<file path="src/rtl/fir_avg_outbuf.sv">
// fir_avg_outbuf: rounds FIR 4-tap sums to w-bit averages, skips warm-up sums, buffers them in a show-ahead FIFO
module fir_avg_outbuf #(
  parameter int w      = 16,
  parameter int WARMUP = 3,
  parameter int DEPTH  = 4
) (
  input  logic                     clk,
  input  logic                     reset,
  input  logic [w+1:0]             sum_in,
  input  logic                     in_valid,
  output logic [w-1:0]             out_data,
  output logic                     out_valid,
  input  logic                     out_ready,
  output logic [$clog2(DEPTH):0]   level,
  output logic                     ovf,
  input  logic                     ovf_clr
);
  localparam int AW = $clog2(DEPTH);
  localparam int WW = $clog2(WARMUP + 2);
  logic [AW:0]    wr, rd;
  logic [w-1:0]   mem [DEPTH];
  logic [w-1:0]   hold;
  logic [WW-1:0]  wcnt;
  logic [w+2:0]   rsum;
  logic           warm, full, pop, take, push, drop;
  always_comb begin
    rsum      = {1'b0, sum_in} + (w+3)'(2);
    warm      = wcnt == WW'(WARMUP);
    full      = (wr[AW] != rd[AW]) && (wr[AW-1:0] == rd[AW-1:0]);
    out_valid = wr != rd;
    pop       = out_valid & out_ready;
    take      = in_valid & warm;
    push      = take & (~full | pop);
    drop      = take & full & ~pop;
    level     = wr - rd;
    out_data  = out_valid ? mem[rd[AW-1:0]] : hold;
  end
  always_ff @(posedge clk or posedge reset)
    if (reset) begin
      wr   <= '0;
      rd   <= '0;
      wcnt <= '0;
      ovf  <= 1'b0;
      hold <= '0;
    end else begin
      if (push) wr <= wr + 1'b1;
      if (pop) rd <= rd + 1'b1;
      if (pop) hold <= mem[rd[AW-1:0]];
      if (in_valid && !warm) wcnt <= wcnt + 1'b1;
      ovf <= drop ? 1'b1 : ovf_clr ? 1'b0 : ovf;
    end
  // Storage needs no reset: it is only observed while out_valid is high.
  always_ff @(posedge clk)
    if (push) mem[wr[AW-1:0]] <= rsum[w+1:2];
endmodule

</file>
<file path="config.mk">
export PLATFORM = sky130hd
export DESIGN_NAME = fir_avg_outbuf
export DESIGN_NICKNAME = d
export VERILOG_FILES = /design/src/rtl/fir_avg_outbuf.sv
export SDC_FILE = /design/constraint.sdc
export NUM_CORES = 1
export LEC_CHECK = 0
export ABC_AREA = 1
export CAP_MARGIN = 20
export CORE_ASPECT_RATIO = 1.1
export CORE_MARGIN = 4
export CORE_UTILIZATION = 35
export DETAILED_ROUTE_END_ITERATION = 8
export RECOVER_POWER = 100
export SYNTH_ARGS = -nofsm -noshare
export SYNTH_HDL_FRONTEND = slang
export SYNTH_SLANG_ARGS = --single-unit
</file>
<file path="constraint.sdc">
create_clock -name clk -period 4.8 [get_ports clk]
set_clock_uncertainty 0.05 [all_clocks]
set_input_delay 0.96 -clock clk [delete_from_list [all_inputs] [get_ports clk]]
set_output_delay 0.96 -clock clk [all_outputs]
set_load 0.02 [all_outputs]
</file>
---- Yosys cells after proc, flatten, opt, wreduce, memory -nomap -nowiden ----
Memories as Yosys holds them, arrays and structs flattened.
Cells that the tools add are included.
Widths: inputs -> output; s select.
storage, ports and cells
  register bits ........................... 26
  memory bits (writable) .................. 64
  input bits .............................. 23
  output and inout bits ................... 21
  word-level logic and storage cells ...... 32
  memories kept ........................... 1
memory list
  name  depth  width  read ports  clocked after memory_dff  write ports  line  RTL
  mem   4      16     1           0                         1            21    logic [w-1:0] mem [DEPTH];
cells by class
  $add $sub $neg .......................... 5
  equality and inequality tests ........... 4
  multiplexer cells ....................... 5
  bitwise gates (word level) .............. 8
  reductions and logical operators ........ 4
operators with widths
  cell                   number
  $add 18x2->18 const B  1
  $mux 16                1
  $add 3x1->3 const B    3
  $and 1x1->1            5
  $mux 1                 4
  $eq 3x2->1 const B     1
  $ne 3x3->1             1
  $sub 3x3->3            1
  $eq 2x2->1             1
  $logic_and 1x1->1      2
  $not 1->1              2
  $reduce_bool 2->1      1
  $logic_not 1->1        1
  $ne 1x1->1             1
  $or 1x1->1             1

---- Logic depth before layout (Yosys ltp) ----
Gate-level depths: netlist (run 1).
  depth after elaboration ................. 7
  depth in mapped cells ................... 10
  mapped depth without buffers ............ 8

---- Worst setup path before layout (run 1) ----
Ideal clock, no wire load.
  path type ............................... reg-to-output
  start ................................... register rd[1]
  end ..................................... output out_data[10]
  arrival ................................. 1.822 ns
  data required time ...................... 3.790 ns
  slack ................................... 1.968 ns
  stages on the path, launching flop included .. 10
  path buffers ............................ 2
  cells stage by stage .................... dfrtp_1 -> inv_2 -> clkbuf_1 -> ha_1 -> nand2_1 -> inv_2 -> nand2_4 -> buf_2 -> nand2_1 -> nand2_1
between the ends
  longest elaborated chain between the ends .. 2
  elaborated cells on any way between the ends .. 3
  those cells by class .................... 1 x eq/ne; 1 x mux; 1 x memory
RTL lines
  what                    line  RTL
  start, declared         20    logic [AW:0] wr, rd;
  start signal, assigned  47    if (pop) rd <= rd + 1'b1;
  $ne 3x3->1              30    out_valid = wr != rd;
  named net out_valid     12    output logic out_valid,
  $mux 16                 36    out_data = out_valid ? mem[rd[AW-1:0]] : hold;
  end, declared           11    output logic [w-1:0] out_data,
The timed path passes the listed nets, and every way through them passes these cells.

---- Worst setup path in the final report (run 1) ----
  start ................................... register rd[1]
  end ..................................... output out_data[12]
between the ends
  longest elaborated chain between the ends .. 2
  elaborated cells on any way between the ends .. 3
  those cells by class .................... 1 x eq/ne; 1 x mux; 1 x memory
RTL lines
  what                                        line
  $mem_v2 4x16 or $ne 3x3->1 (tied branches)  -
  $mux 16 (*)                                 36
Every way passes the cells marked *; elsewhere a longest branch is shown, timed or not.

==> results of run 1 <==
cell usage after synthesis, drive strengths merged:
library cell	count
nand2	201
edfxtp	64
inv	60
nor2	53
nand3	42
dfrtp	26
or2	16
buf	10
ha	10
xor2	8
clkbuf	5
xnor2	5
nand4	4
o21ai	3
a21boi	1
fa	1
mux2	1
o22ai	1
registers in the layout (all words and copies together) (netlist names):
| signal | cells |
|---|---|
| mem | 64 |
| hold | 16 |
| rd | 3 |
| wcnt | 3 |
| wr | 3 |
| ovf | 1 |
metal layers:
metal | wire [µm] | vias to the layer above
met4 | 263 | 0
met2 | 3990 | 69
met5 | 0 | -
met1 | 4280 | 1505
li1 | - | 1689
met3 | 339 | 16
cells by family after synthesis:
family,after synthesis,share of synthesized area [%]
flip-flops,90,57.1
multiplexers,1,0.250
buffers and inverters,75,6.81
AND/OR/NAND/NOR,316,29.2
AO/OA/AOI/OAI,5,0.889
adder cells (fa/ha/maj),11,3.22
XOR/XNOR,13,2.53
power breakdown:
group,internal (mW),switching [mW],leakage [nW]
registers,0.987,0.0750,0.899
clock network,0.356,0.294,0.137
logic,0.597,1.06,1.39
worst max-delay path, stage by stage, from the launching register on:
cell	delay [ns]
dfrtp_1	0.43
inv_2	0.44
ha_1	0.20
nand2_1	0.07
inv_1	0.52
nand2_4	0.27
nand2_1	0.14
nand2_1	0.06
dlygate4sd3_1	0.65
worst max path at each step:
stage / to / cells after the start / startpoint
2_1_floorplan: out_data[10] / 9 / rd[1]
3_3_place_gp: out_data[4] / 8 / rd[1]
3_5_place_dp: out_data[4] / 8 / rd[1]
4_1_cts: out_data[4] / 8 / rd[1]
5_1_grt: out_data[12] / 8 / rd[1]
6_report: out_data[12] / 8 / rd[1]
layout make-up:
class	instances	area share (%)
clock buffers	10	4.29
clock inverters	6	0.915
inverters	60	4.22
multi-input cells	346	30.3
flip-flops and latches	90	48.2
well taps	157	3.68
repair buffers	48	8.37
==> summary.md, run 1 <==
| Metric | Value |
|---|---|
| Die H | 127 µm |
| Hold_ws | 0.430 ns |
| WHS Endpoint | hold[8] |
| Setup WS pre-CTS | 1.24 ns |
| # Post-CTS Setup Buffers | 0 |
| Post-synthesis cell type count | 24 |
| CTS Sinks | 90 |
| Post-Syn Nets | 545 |
| Final Wtd Congestion | 0.811 |
| Port bufs | 42 |
| First-pass GRT wire length | 15100 µm |
| Inst Count DP | 700 |
| Max_slew headroom | between 20% and 30% |
| Cell Area, Placed | 0.00508 mm² |
| Crit Path Category | flop to output pin |
| Met2 GRT Util | 20.0% |
| CTS Hold Bufs | 0 |
| Clock slew at reported path FFs | 0.06 ns |
| Setup ws final | roughly 0.67 ns |
| Global route overflow | 0 |
| CTS Buf Count | 9 |
| Reg2reg start | rd[1] |
| Slew @ Worst Pin | approximately 1.1 ns |
| 1st-iter DRT viols | 272 |
| Fin nets | 589 |
| Drt total wl | 8870 µm |
| Worst-Skew Late Latency | roughly 0.34 ns |
| Gr busiest metal | met2 |
| Root Driver | clkbuf_16 |
| Peak Freq | 242 MHz |
| Layout fillers | 1261 |
| Post-layout minimum cycle time | 4.13 ns |
| Synth area leader | edfxtp_1 |
| R2r setup slk | 1.73 ns |
| Vias in the first global route | 3152 |
| Nature of the critical path endpoint | output pin |
| CTS tree | yes |
| Maximum VDD drop | 484 µV |
| Power Total | 3.37 mW |
| Syn Area/Cell | roughly 8.8 µm² |
| Final instance area | approximately 0.0053 mm² |
| Met1 usage | 17.8% |
| Startpoint class of the critical path | flop |
| Non-filler cells, final | 717 |
| First-pass DRT Iterations | 4 |
| Hpwl dp | 6020 µm |
| DRC violations left | 0 |
| Yosys reg bits | 90 |
| Routed via count | 3279 |
| Status | complete, no violations |
| Leading cell type in the layout, fill and taps excluded | nand2_1 |
| CTS H-tree lvls | 3 |
| Req. time, crit path | around 3.8 ns |
| R2R depth | 8 |
| Number of max-cap violations | 0 |
| CORE AREA | about 0.013 mm² |
| Gr usage total | between 10% and 20% |
| Static Leak | 2.43 nW |
| Resize count post-CTS | 0 |
| P per Cell Area | between 600 and 700 mW/mm² |
| Most frequent cells in the layout | 198 x nand2_1, 64 x edfxtp_1, 58 x inv_1 |
| ANT nets after route | 0 |
| # setup viols final | 0 |
| Type of the worst min-delay path | flop to flop |
| Seq/Total Area, Yosys | between 50 and 60% |
| GR Util met3 | 2.24% |
| Die span in x | 116 µm |
| Synth Instances | 511 |
| Starting Density | 35.8% |
| Top Ports | 44 |
| RSZ-0062 raised after global routing | no |
| Post-layout util | 42.4% |
| WL/cell | between 10 and 15 µm |
| Site Rows | 43 |
| Hold depth | 2 |
| Diode count | 0 |
| Slew Limit Fails | 0 |
| Area share of the largest cell type after synthesis | 42.7% |
| Area delta synth->final | 18.5% |
| Initial antenna violation count | 0 |
| Layout cells sized above 1 | between 5 and 6% |
| Via density | 4.57 |
| Post-route setup TNS | 0 ns |
| Synth Warn # | 0 |
| Synthesized area | 0.00450 mm² |
| Multi-input logic area | 0.00162 mm² |
| RR Endpoint | mem[3][1] |
| Sequential Area | 0.00257 mm² |
| Worst Path Arrival | 3.12 ns |
| Hold path start | hold[8] |
| Clock buffer depth | 2 |
| Largest net degree at the start of global routing | between 60 and 70 |
| Hold Violations, Final | 0 |
| Full die area | 0.0147 mm² |
| Fin crit share | 86.0% |
| Synth top area cells | edfxtp_1 43%, nand2_1 16%, dfrtp_1 14% |
| Worst Path Max Fanout | 33 |
Power figures use the tool's default switching activity.
==> inputs of run 2 (changes only) <==
- ABC_CLOCK_PERIOD_IN_PS: default -> 4800
==> results of run 2 <==
Same layout as run 1: the final DEF is identical, and so are final timing and power.
